$ cat src/rtl/interval_meter_pkg.sv
// interval_meter_pkg: shared types and constants for the interval meter.
//   state_t     - measurement FSM states (IDLE, RUN, HOLD)
//   bcd_digit_t - one 4-bit BCD digit
//   BCD_MAX     - largest legal digit value
package interval_meter_pkg;

    typedef enum logic [1:0] {
        IDLE = 2'd0,
        RUN  = 2'd1,
        HOLD = 2'd2
    } state_t;

    typedef logic [3:0] bcd_digit_t;

    localparam bcd_digit_t BCD_MAX = 4'd9;

endpackage

$ cat src/rtl/bcd2_counter.sv
// bcd2_counter: two-digit synchronous BCD incrementer that saturates at 99.
//   clk, rst - clock and synchronous active-high reset
//   clr_i    - clear both digits to 0 (wins over inc_i)
//   inc_i    - advance the count by one
//   tens_o   - tens digit, 0-9
//   ones_o   - ones digit, 0-9
//   sat_o    - increment requested while already at 99 (digits stay 99)
module bcd2_counter
    import interval_meter_pkg::*;
(
    input  logic       clk,
    input  logic       rst,
    input  logic       clr_i,
    input  logic       inc_i,
    output bcd_digit_t tens_o,
    output bcd_digit_t ones_o,
    output logic       sat_o
);

    bcd_digit_t tens_q, tens_d;
    bcd_digit_t ones_q, ones_d;
    logic       at_max;
    logic       step;

    always_comb begin
        at_max = (tens_q == BCD_MAX) && (ones_q == BCD_MAX);
        sat_o  = inc_i && at_max;
        step   = inc_i && !at_max;
        ones_d = clr_i ? '0
               : step  ? ((ones_q == BCD_MAX) ? '0 : ones_q + 4'd1)
               : ones_q;
        tens_d = clr_i ? '0
               : (step && ones_q == BCD_MAX) ? tens_q + 4'd1
               : tens_q;
    end

    always_ff @(posedge clk) begin
        if (rst) begin
            tens_q <= '0;
            ones_q <= '0;
        end else begin
            tens_q <= tens_d;
            ones_q <= ones_d;
        end
    end

    assign tens_o = tens_q;
    assign ones_o = ones_q;

endmodule

$ cat src/rtl/interval_meter.sv
// interval_meter: measures start-to-stop time in TICK_CYCLES units as a saturating 2-digit BCD value.
//   TICK_CYCLES        - clock cycles per count unit (>= 2)
//   clk, rst           - clock and synchronous active-high reset
//   start, stop        - event inputs; only rising edges are acted on
//   busy               - measurement in progress
//   done               - one-cycle pulse after entering HOLD
//   valid              - finished result on the digits
//   overflow           - result saturated at 99
//   bcd_tens, bcd_ones - result digits
module interval_meter
    import interval_meter_pkg::*;
#(
    parameter int TICK_CYCLES = 100
) (
    input  logic       clk,
    input  logic       rst,
    input  logic       start,
    input  logic       stop,
    output logic       busy,
    output logic       done,
    output logic       valid,
    output logic       overflow,
    output logic [3:0] bcd_tens,
    output logic [3:0] bcd_ones
);

    localparam int            PW   = $clog2(TICK_CYCLES);
    localparam logic [PW-1:0] PMAX = PW'(TICK_CYCLES - 1);

    state_t        state_q, state_d;
    logic          start_q, stop_q;
    logic [PW-1:0] presc_q, presc_d;
    logic          done_q, done_d;
    logic          ovf_q, ovf_d;
    logic          start_edge, stop_edge;
    logic          tick, clr, sat;
    bcd_digit_t    tens, ones;

    assign start_edge = start && !start_q;
    assign stop_edge  = stop && !stop_q;
    assign tick       = (state_q == RUN) && (presc_q == PMAX);

    bcd2_counter u_cnt (
        .clk    (clk),
        .rst    (rst),
        .clr_i  (clr),
        .inc_i  (tick),
        .tens_o (tens),
        .ones_o (ones),
        .sat_o  (sat)
    );

    always_ff @(posedge clk) begin
        if (rst) begin
            state_q <= IDLE;
            start_q <= 1'b0;
            stop_q  <= 1'b0;
            presc_q <= '0;
            done_q  <= 1'b0;
            ovf_q   <= 1'b0;
        end else begin
            state_q <= state_d;
            start_q <= start;
            stop_q  <= stop;
            presc_q <= presc_d;
            done_q  <= done_d;
            ovf_q   <= ovf_d;
        end
    end

    // In RUN the tick's increment lands in the same edge as a stop, so stop and saturation both just end the run.
    always_comb begin
        state_d = (state_q == RUN) ? ((sat || stop_edge) ? HOLD : RUN)
                                   : (start_edge ? RUN : state_q);
    end

    // Start from IDLE or HOLD begins a fresh measurement; start during RUN is ignored.
    always_comb begin
        clr     = (state_q != RUN) && start_edge;
        presc_d = (clr || tick)     ? '0
                : (state_q == RUN)  ? presc_q + 1'b1
                : presc_q;
        done_d  = (state_q == RUN) && (state_d == HOLD);
        ovf_d   = clr ? 1'b0 : (sat ? 1'b1 : ovf_q);
    end

    assign busy     = (state_q == RUN);
    assign valid    = (state_q == HOLD);
    assign done     = done_q;
    assign overflow = ovf_q;
    assign bcd_tens = tens;
    assign bcd_ones = ones;

endmodule

$ cat config.mk
export PLATFORM = sky130hd
export DESIGN_NAME = interval_meter
export DESIGN_NICKNAME = d
export VERILOG_FILES = /design/src/rtl/interval_meter_pkg.sv /design/src/rtl/bcd2_counter.sv /design/src/rtl/interval_meter.sv
export SDC_FILE = /design/constraint.sdc
export NUM_CORES = 1
export LEC_CHECK = 0
export BUFFER_PORTS_ARGS = -buffer_cell sky130_fd_sc_hd__buf_2
export CAP_MARGIN = 20
export CORE_UTILIZATION = 53
export DETAILED_ROUTE_END_ITERATION = 6
export GPL_TIMING_DRIVEN = 1
export HOLD_SLACK_MARGIN = 0.1
export PLACE_DENSITY_LB_ADDON = 0.05
export SYNTH_ARGS = -nofsm -noshare
export SYNTH_HDL_FRONTEND = slang
export SYNTH_SLANG_ARGS = --single-unit
$ cat constraint.sdc
create_clock -name clk -period 1.8 [get_ports clk]
set_input_delay 0.18 -clock clk [delete_from_list [all_inputs] [get_ports clk]]
set_output_delay 0.18 -clock clk [all_outputs]
set_load 0.05 [all_outputs]
# After elaboration in Yosys (flattened, before gate mapping)
# Index checks and enable logic that the tools add are counted.
[word_totals]
reg_bits = 21
latchBits = 0
ramBits = 0
rom_bits = 0
in_bits = 4
output_inout_bits = 12
wordCells = 38
memories = 0
[classes]
add_sub_neg = 3
n_mul = 0
div_mod_pow = 0
n_lt_le_gt_ge = 0
eq_ne = 7
shift = 0
muxes = 4
bitwise = 0
n_reduce_logical = 16
[ops]
columns = ["operator", "n"]
rows = [
  ["$logic_and 1x1->1", 9],
  ["$add 4x1->4 const B", 2],
  ["$eq 4x4->1 const B", 2],
  ["$add 7x1->7 const B", 1],
  ["$eq 7x7->1 const B", 1],
  ["$mux 2", 3],
  ["$eq 2x2->1 const B", 2],
  ["$mux 4", 1],
  ["$reduce_or 2->1", 2],
  ["$logic_not 1->1", 3],
  ["$eq 2x1->1 const B", 1],
  ["$logic_or 1x1->1", 2],
  ["$ne 2x1->1 const B", 1],
]

# Depth between registers and ports, before layout
# Gate-level depths: netlist of the first run.
[depth]
depth_word = 8
mapped_depth = 6
depth_no_buf = 6

# By module
# A second synthesis of the first run with hierarchy kept.
[hier_totals]
hier_cells = 116
area_unflattened_um2 = 1036.0
[by_module_without_submodules]
columns = ["mod", "instances", "cells_each", "area_per_inst_um2", "seq_area_each_um2"]
rows = [
  ["interval_meter", 1, 65, 579.3, 260.2],
  ["bcd2_counter", 1, 51, 456.7, 160.2],
]

# Worst setup path after synthesis of the first run
# OpenSTA, ideal clock, no wires.
[synth_timing]
kind = "register to register"
from = "register u_cnt.tens_q[1] (netlist: u_cnt.tens_o[1])"
to = "register u_cnt.tens_q[3] (netlist: u_cnt.tens_o[3])"
setup_ns = 0.071
arrival_ns = 1.704
t_required_ns = 1.729
path_slack_ns = 0.026
stages_incl_launch_ff = 7
n_path_buf = 0
synth_period_minus_slack_ns = 1.774
path_cell_list = "dfxtp_1 inv_1 ha_1 nand3b_1 nand4b_4 or3_1 a21oi_1"
[synth_between]
elab_chain_cells = 5
elab_cells_between_ends = 6
classes_between = "add/sub (1); eq/ne (1); reduce/logical (4)"
[synth_lines]
columns = ["item", "line", "rtl"]
rows = [
  ["from (decl)", "bcd2_counter.sv:20", "bcd_digit_t tens_q, tens_d;"],
  ["from (signal assigned)", "bcd2_counter.sv:42", "tens_q <= tens_d;"],
  ["$eq 4x4->1", "bcd2_counter.sv:26", "at_max = (tens_q == BCD_MAX) && (ones_q == BCD_MAX);"],
  ["$logic_and 1x1->1", "bcd2_counter.sv:26", ""],
  ["$logic_not 1->1", "bcd2_counter.sv:28", "step = inc_i && !at_max;"],
  ["$logic_and 1x1->1", "bcd2_counter.sv:28", ""],
  ["$logic_and 1x1->1", "bcd2_counter.sv:33", ": (step && ones_q == BCD_MAX) ? tens_q + 4'd1"],
]
# Several ways; a longest one is shown, not always the timed one.
# A chain may end at the register's enable or synchronous reset.

# Final worst setup path of the first run
[layout_timing]
from = "register presc_q[0]"
to = "register u_cnt.tens_q[3] (netlist: u_cnt.tens_o[3])"
[layout_between]
elab_chain_cells = 4
[layout_lines]
columns = ["item", "line", "rtl"]
rows = [
  ["from (decl)", "interval_meter.sv:32", "logic [PW-1:0] presc_q, presc_d;"],
  ["from (signal assigned)", "interval_meter.sv:65", "presc_q <= presc_d;"],
  ["$eq 7x7->1", "interval_meter.sv:41", "assign tick = (state_q == RUN) && (presc_q == PMAX);"],
  ["$logic_and 1x1->1", "interval_meter.sv:41", ""],
  ["$logic_and 1x1->1", "bcd2_counter.sv:28", ""],
  ["$logic_and 1x1->1", "bcd2_counter.sv:33", ""],
]
# Every way passes these cells.

==> reports/metrics.yaml, run 1 <==
clock_network:
  postCtsSetupRepairBufs: 0
  cts_buffer_depth: 2
  tritoncts: "built"
  root_buffer: "sky130_fd_sc_hd__clkbuf_4"
  ctsHtreeMaxLevel: 1
  clk_transition_reported_paths_ns: 0.12
  cts.sinks: 21
  numCtsBuffers: 3
  clock_latency_ns: 0.31
die:
  die_h_um: 45.0
  design.die.area_um2: 2030
  core.rowCount: 15
  floorplan.initialDensity_pct: 56.8
  die_width_um: 45.0
  io_pins: 16
  placeableCoreArea_um2: 1730
sta:
  finalHoldViolCount: 0
  timing_worst_slew_pin_value_ns: 0.403
  setup_viol_count_final: 0
  max_slew_margin_pct: 73.1
  fin_ws_ns: 0.176
  maxClockFrequency_mhz: 616
  period_minus_slack_ns: 1.62
  timing.final.max_slew_violations: 0
  worst_clock_skew_on_the_final_layout_ns: 0.0118
  period_share_pct: 90.2
  worst_hold_slack_ns: 0.109
  totalNegativeSetupSlack_ns: 0
  grt_setup_unrepaired: "false"
global_routing:
  globalRouteTotalUtil_pct: 18.5
  antenna_found_initial: 0
  grt_first_pass_wirelength_um: 2700
  globalRouteOverflowTotal: 0
  grt_max_degree: 12
  first_global_vias: 662
logic_synthesis:
  synth-edff-count: 0
  ys_async_sr_fraction_pct: 0
  synth_nets: 117
  yosys_warning_total: 0
  postSynthAreaPerCell_um2: 8.92
  ys_ff_latch: 21
  most_used_flip_flop_cell_after_synthesis: "sky130_fd_sc_hd__dfxtp_1"
  synth_cell_types: 35
  synth_area_um2: 981
  yosysSeqAreaShare_pct: 42.9
  netlist_instances: 110
power:
  worst_supply_voltage_drop_on_vdd_mv: 0.486
  sequential_power_share_pct: 62.4
  power_density_nw_per_um2: 678
  internal-power_mw: 0.578
  leakage_nw: 0.453
  power.switching_fraction_pct: 24.6
  power.clock.fraction_pct: 29.9
  comb_power_share_pct: 7.7
  switchingPower_mw: 0.189
placed_design:
  placed_cells_incl_taps: 150
  post_dp_cell_area_um2: 1090
  worst_setup_slack_post_dpl_ns: 0.121
  buffers_added_on_ports: 15
  place_congestion: 0.763
  detailedPlacementHpwl_um: 1270
layout:
  non_filler_cells_in_the_finished_layout: 155
  final_layout_size_suffix_gt1_share_pct: 20.0
  layout.filler_cells: 171
  final-seq-area_um2: 420
  num_antenna_cells: 0
  finalInstanceArea_um2: 1130
  area_of_combinational_cells_with_multiple_inputs_um2: 534
  finish.net_count: 138
  area_delta_synth_final_pct: 15.3
routing:
  via_per_inst: 5.23
  drt_pre_antenna_iters: 4
  drt_wl_total_um: 1740
  drt_drc_violations_left: 0
  drt_iter0_markers: 11
  drt-wirelength-per-cell_um: 11.2
  num_vias: 811
  drt.antenna.violating_nets: 0
worst_hold_path:
  hold_depth: 2
  min_path_type: "input port to register"
worst_setup_path:
  cp-end-kind: "register"
  timing_worst_setup_path_type: "register to register"
  cp_data_required_time_ns: 2.05
  largest_fanout_on_the_critical_path: 7
  critPathLaunchType: "register"
  worst-r2r-cell-count: 5
  crit_path_dat_ns: 1.87
run:
  cap_violations: 0
outcome:
  run_status: "complete, no violations"
==> cell type report <==
class | instances | area share (%)
multi-input combinational | 82 | 47.2
sequential | 21 | 37.2
timing repair buffer | 18 | 8.85
tap | 25 | 2.77
clock buffer | 4 | 2.32
inverter | 5 | 1.66
==> cell usage after synthesis (all sizes together) (2+ instances only) <==
library cell  number  share of area [%]
nand2b             2                1.3
nand4              3                1.9
ha                 3                3.8
inv                4                1.5
o21ai              6                3.1
nand3              3                1.5
xnor2              2                1.8
xor2               5                4.5
dfxtp             21                 43
a21oi              8                4.1
nand2              9                3.4
nand3b             2                1.5
mux2i              2                2.0
or2                2                1.3
nor2              15                5.7
nor2b              5                3.2
or3                2                1.3
==> power by group through the flow <==
| stage | combinational [mW] | clock [mW] | sequential (mW) |
|---|---|---|---|
| 6_report | 0.0592 | 0.229 | 0.479 |
| 5_1_grt | 0.0644 | 0.253 | 0.480 |
| 4_1_cts | 0.0600 | 0.233 | 0.479 |
| 3_5_place_dp | 0.0581 | 0 | 0.489 |
| 3_3_place_gp | 0.0569 | 0 | 0.489 |
| 2_1_floorplan | 0.0407 | 0 | 0.490 |
==> sequential cells by signal (all words and copies together), names as in the netlist <==
| register | flops |
|---|---|
| presc_q | 7 |
| u_cnt.ones_o | 4 |
| u_cnt.tens_o | 4 |
| state_q | 2 |
| done | 1 |
| overflow | 1 |
| start_q | 1 |
| stop_q | 1 |
==> path summary, 6_finish.rpt <==
| check | start | endpoint | slack (ns) |
|---|---|---|---|
| worst max-delay path | presc_q[0] | u_cnt.tens_o[3] | 0.18 |
| worst min-delay path | start | start_q | 0.11 |
| worst min register to register | presc_q[1] | presc_q[1] | 0.49 |
| worst max register to register | presc_q[0] | u_cnt.tens_o[3] | 0.18 |
==> stage by stage <==
step	utilization, %	total power [mW]
after global placement	63.3	0.546
final	65.5	0.767
after detailed placement	63.3	0.547
after CTS	65.4	0.771
after floorplan	-	0.531
after global routing	65.5	0.797
==> logic make-up after synthesis <==
family / Yosys count / synth area share, %
buffers and inverters: 7 / 2.80
muxes: 2 / 2.04
adders and majority gates: 3 / 3.83
DFF: 21 / 42.9
xor gates and xnor gates: 7 / 6.25
and+or+nand+nor: 51 / 31.4
AOI/OAI and AO/OA: 19 / 10.8
==> repair_timing <==
item | 4_1_cts | 5_1_grt
hold endpoints to repair | 1 | 0
hold buffers | 1 | 0
endpoints found under the setup margin | 0 | 1
gates resized for setup | 0 | 1
==> per-layer routing <==
metal  vias to the layer above  GRT usage [%]  wire, um
met3                         2           2.40        52
met2                        13           30.1       798
met1                       376           24.9       878
met4                         0           7.27         8
li1                        420              -         -
met5                         -              0         0
==> critical path: stages (launching register included) <==
cell and delay (ns):
sky130_fd_sc_hd__dfxtp_1 0.38, sky130_fd_sc_hd__ha_1 0.20, sky130_fd_sc_hd__and4b_2 0.33, sky130_fd_sc_hd__nand4b_4 0.15, sky130_fd_sc_hd__or3_1 0.37, sky130_fd_sc_hd__a21oi_1 0.13
==> layout by cell type, fill, tap and decap left out, drive strengths merged <==
master / n
nand4bb: 1
nor2: 15
and2: 1
a22oi: 1
buf: 17
and3: 1
nor4b: 1
a21o: 1
or3: 2
xor2: 5
o31ai: 1
xnor2: 2
inv: 4
dlygate4sd3: 1
nand4b: 1
and4b: 1
nand2b: 2
o22ai: 1
and4bb: 1
ha: 3
o21ai: 6
nand3: 3
mux2i: 2
dfxtp: 21
nand2: 9
nor3: 1
nand3b: 2
nor2b: 5
nand4: 3
o211ai: 1
a21oi: 8
clkbuf: 4
or2: 2
clkinv: 1
Power figures use the tool's default switching activity.
==> inputs of run 2 (changes only) <==
--- a/config.mk
+++ b/config.mk
@@ -7,7 +7,7 @@
 export LEC_CHECK = 0
 export BUFFER_PORTS_ARGS = -buffer_cell sky130_fd_sc_hd__buf_2
 export CAP_MARGIN = 20
-export CORE_UTILIZATION = 53
+export CORE_UTILIZATION = 45
 export DETAILED_ROUTE_END_ITERATION = 6
 export GPL_TIMING_DRIVEN = 1
 export HOLD_SLACK_MARGIN = 0.1
==> constraint.sdc (replaced) <==
create_clock -name clk -period 1.6 [get_ports clk]
set_input_delay 0.16 -clock clk [delete_from_list [all_inputs] [get_ports clk]]
set_output_delay 0.16 -clock clk [all_outputs]
set_load 0.05 [all_outputs]
==> reports/metrics.yaml, run 2 (synthesis gave the netlist of run 1 again) <==
routing:
  drt-wirelength-per-cell_um: 11.3  # +0.76%
  drt.antenna.violating_nets: 0  # unchanged
  drt_pre_antenna_iters: 4  # unchanged
  num_vias: 843  # +3.9%
  drt_iter0_markers: 6  # -5
  drt_wl_total_um: 1900  # +9.2%
  via_per_inst: 5.02  # -4.1%
  drt_drc_violations_left: 0  # unchanged
die:
  placeableCoreArea_um2: 2000  # +16%
  io_pins: 16  # unchanged
  die_h_um: 48.7  # +8.2%
  design.die.area_um2: 2370  # +17%
  floorplan.initialDensity_pct: 49.0  # -7.8 points
  die_width_um: 48.7  # +8.2%
  core.rowCount: 16  # +1
sta:
  setup_viol_count_final: 0  # unchanged
  worst_clock_skew_on_the_final_layout_ns: 0.00450  # -0.00730 ns
  totalNegativeSetupSlack_ns: 0  # unchanged
  period_share_pct: 95.7  # +5.5 points
  timing.final.max_slew_violations: 0  # unchanged
  fin_ws_ns: 0.0680  # -0.108 ns
  timing_worst_slew_pin_value_ns: 0.351  # -0.0513 ns
  max_slew_margin_pct: 76.6  # +3.5 points
  maxClockFrequency_mhz: 653  # +6.0%
  worst_hold_slack_ns: 0.485  # +0.376 ns
  finalHoldViolCount: 0  # unchanged
  period_minus_slack_ns: 1.53  # -0.0916 ns
placed_design:
  detailedPlacementHpwl_um: 1330  # +4.6%
  worst_setup_slack_post_dpl_ns: -0.00296  # -0.124 ns
  post_dp_cell_area_um2: 1130  # +3.4%
  buffers_added_on_ports: 15  # unchanged
  placed_cells_incl_taps: 156  # +4.0%
  place_congestion: 0.824  # +8.0%
power:
  internal-power_mw: 0.661  # +14%
  sequential_power_share_pct: 61.1  # -1.3 points
  power.clock.fraction_pct: 29.9  # about the same
  comb_power_share_pct: 9.0  # +1.3 points
  power_density_nw_per_um2: 711  # +4.9%
  worst_supply_voltage_drop_on_vdd_mv: 0.560  # +15%
  design_power_total_mw: 0.880  # +15%
  switchingPower_mw: 0.220  # +17%
  power.switching_fraction_pct: 25.0  # +0.37 points
  leakage_nw: 0.517  # +14%
layout:
  final_layout_size_suffix_gt1_share_pct: 29.1  # +9.1 points
  layout.filler_cells: 193  # +13%
  flip_flop_count_of_the_largest_register_after_layout: 7  # unchanged
  non_filler_cells_in_the_finished_layout: 168  # +8.4%
  final_core_util_pct: 61.8  # -3.7 points
  finish.net_count: 149  # +8.0%
  layout.cells.most_common_list: "15 x sky130_fd_sc_hd__nor2_1, 15 x sky130_fd_sc_hd__dfxtp_1, 15 x sky130_fd_sc_hd__buf_2"
  num_antenna_cells: 0  # unchanged
  finalInstanceArea_um2: 1240  # +9.4%
  area_delta_synth_final_pct: 26.1
  largest-register: "presc_q"
clock_network:
  ctsHtreeMaxLevel: 1  # unchanged
  numCtsBuffers: 3  # unchanged
  clk_transition_reported_paths_ns: 0.12  # about the same
  cts_buffer_depth: 2  # unchanged
  cts.sinks: 21  # unchanged
  root_buffer: "sky130_fd_sc_hd__clkbuf_4"
  tritoncts: "built"
  clock_latency_ns: 0.31  # about the same
worst_setup_path:
  reg2reg_setup_slack_ns: 0.07  # -0.11 ns
  crit_start: "presc_q[1]"
  timing_worst_setup_path_type: "register to register"
  crit_path_dat_ns: 1.79  # -0.08 ns
  cp-endpoint: "u_cnt.tens_o[3]"
  cp_data_required_time_ns: 1.85  # -0.20 ns
  rr_startpoint: "presc_q[1]"
  cp-end-kind: "register"
  critPathLaunchType: "register"
  largest_fanout_on_the_critical_path: 5  # -2
  worst-r2r-cell-count: 5  # unchanged
  regToRegEndpoint: "u_cnt.tens_o[3]"
run:
  cap_violations: 0  # unchanged
global_routing:
  globalRouteOverflowTotal: 0  # unchanged
  antenna_found_initial: 0  # unchanged
  grt_first_pass_wirelength_um: 3440  # +28%
  first_global_vias: 803  # +21%
  grt_max_degree: 12  # unchanged
  globalRouteTotalUtil_pct: 19.1  # +0.60 points
outcome:
  run_status: "complete, no violations"
worst_hold_path:
  min_path_type: "register to register"
## run 2: changes by cell type in the layout (fill, tap and decap cells not counted), sizes merged
cell	previous run	this run
buf	17	24
dlygate4sd3	1	5
clkinv	1	0
inv	4	5
## run 2: power by group through the flow
| stage | Clock, mW | Sequential (mW) | Combinational [mW] |
|---|---|---|---|
| floorplan | 0 | 0.551 | 0.0458 |
| global placement | 0 | 0.549 | 0.0684 |
| detailed placement | 0 | 0.549 | 0.0694 |
| CTS | 0.269 | 0.537 | 0.0786 |
| global route | 0.292 | 0.540 | 0.0888 |
| finish | 0.263 | 0.538 | 0.0794 |
## run 2: final cells by class
type | instances | area, um2 | area share, %
timing repair buffer | 29 | 193 | 15.6
tap | 27 | 33.8 | 2.73
sequential | 21 | 428 | 34.6
multi-input combinational | 82 | 538 | 43.5
inverter | 5 | 18.8 | 1.52
clock buffer | 4 | 26.3 | 2.12
## run 2: worst max-delay path, stage by stage, from the launching register on
cell and delay [ns]:
sky130_fd_sc_hd__dfxtp_2 0.36, sky130_fd_sc_hd__ha_1 0.18, sky130_fd_sc_hd__and4b_2 0.31, sky130_fd_sc_hd__nand4b_4 0.14, sky130_fd_sc_hd__or3_1 0.36, sky130_fd_sc_hd__a21oi_1 0.13
## run 2: timing repair
action | in CTS | in global routing
endpoints found under the hold margin | 3 | 0
gates cloned | 0 | 0
pin swaps | 0 | 0
setup buffers | 0 | 3
resized for setup | 1 | 4
endpoints found under the setup margin | 4 | 7
hold buffers | 5 | 0
## run 2: worst min-delay path by stage
| stage | end | slack, ns | cells past startpoint | start |
|---|---|---|---|---|
| 3_3_place_gp | start_q | 0.39 | 2 | start |
| 3_5_place_dp | start_q | 0.39 | 2 | start |
| 2_1_floorplan | start_q | 0.23 | 1 | rst |
| 4_1_cts | presc_q[1] | 0.50 | 2 | presc_q[1] |
| 6_report | presc_q[1] | 0.48 | 2 | presc_q[1] |
| 5_1_grt | presc_q[1] | 0.50 | 2 | presc_q[1] |
## run 2: per-layer routing
metal	vias to the layer above	GRT usage, %	wire, um
met4	0	10.3	46
met5	-	0	0
li1	441	-	-
met1	383	23.7	914
met2	14	31.0	884
met3	5	3.77	52
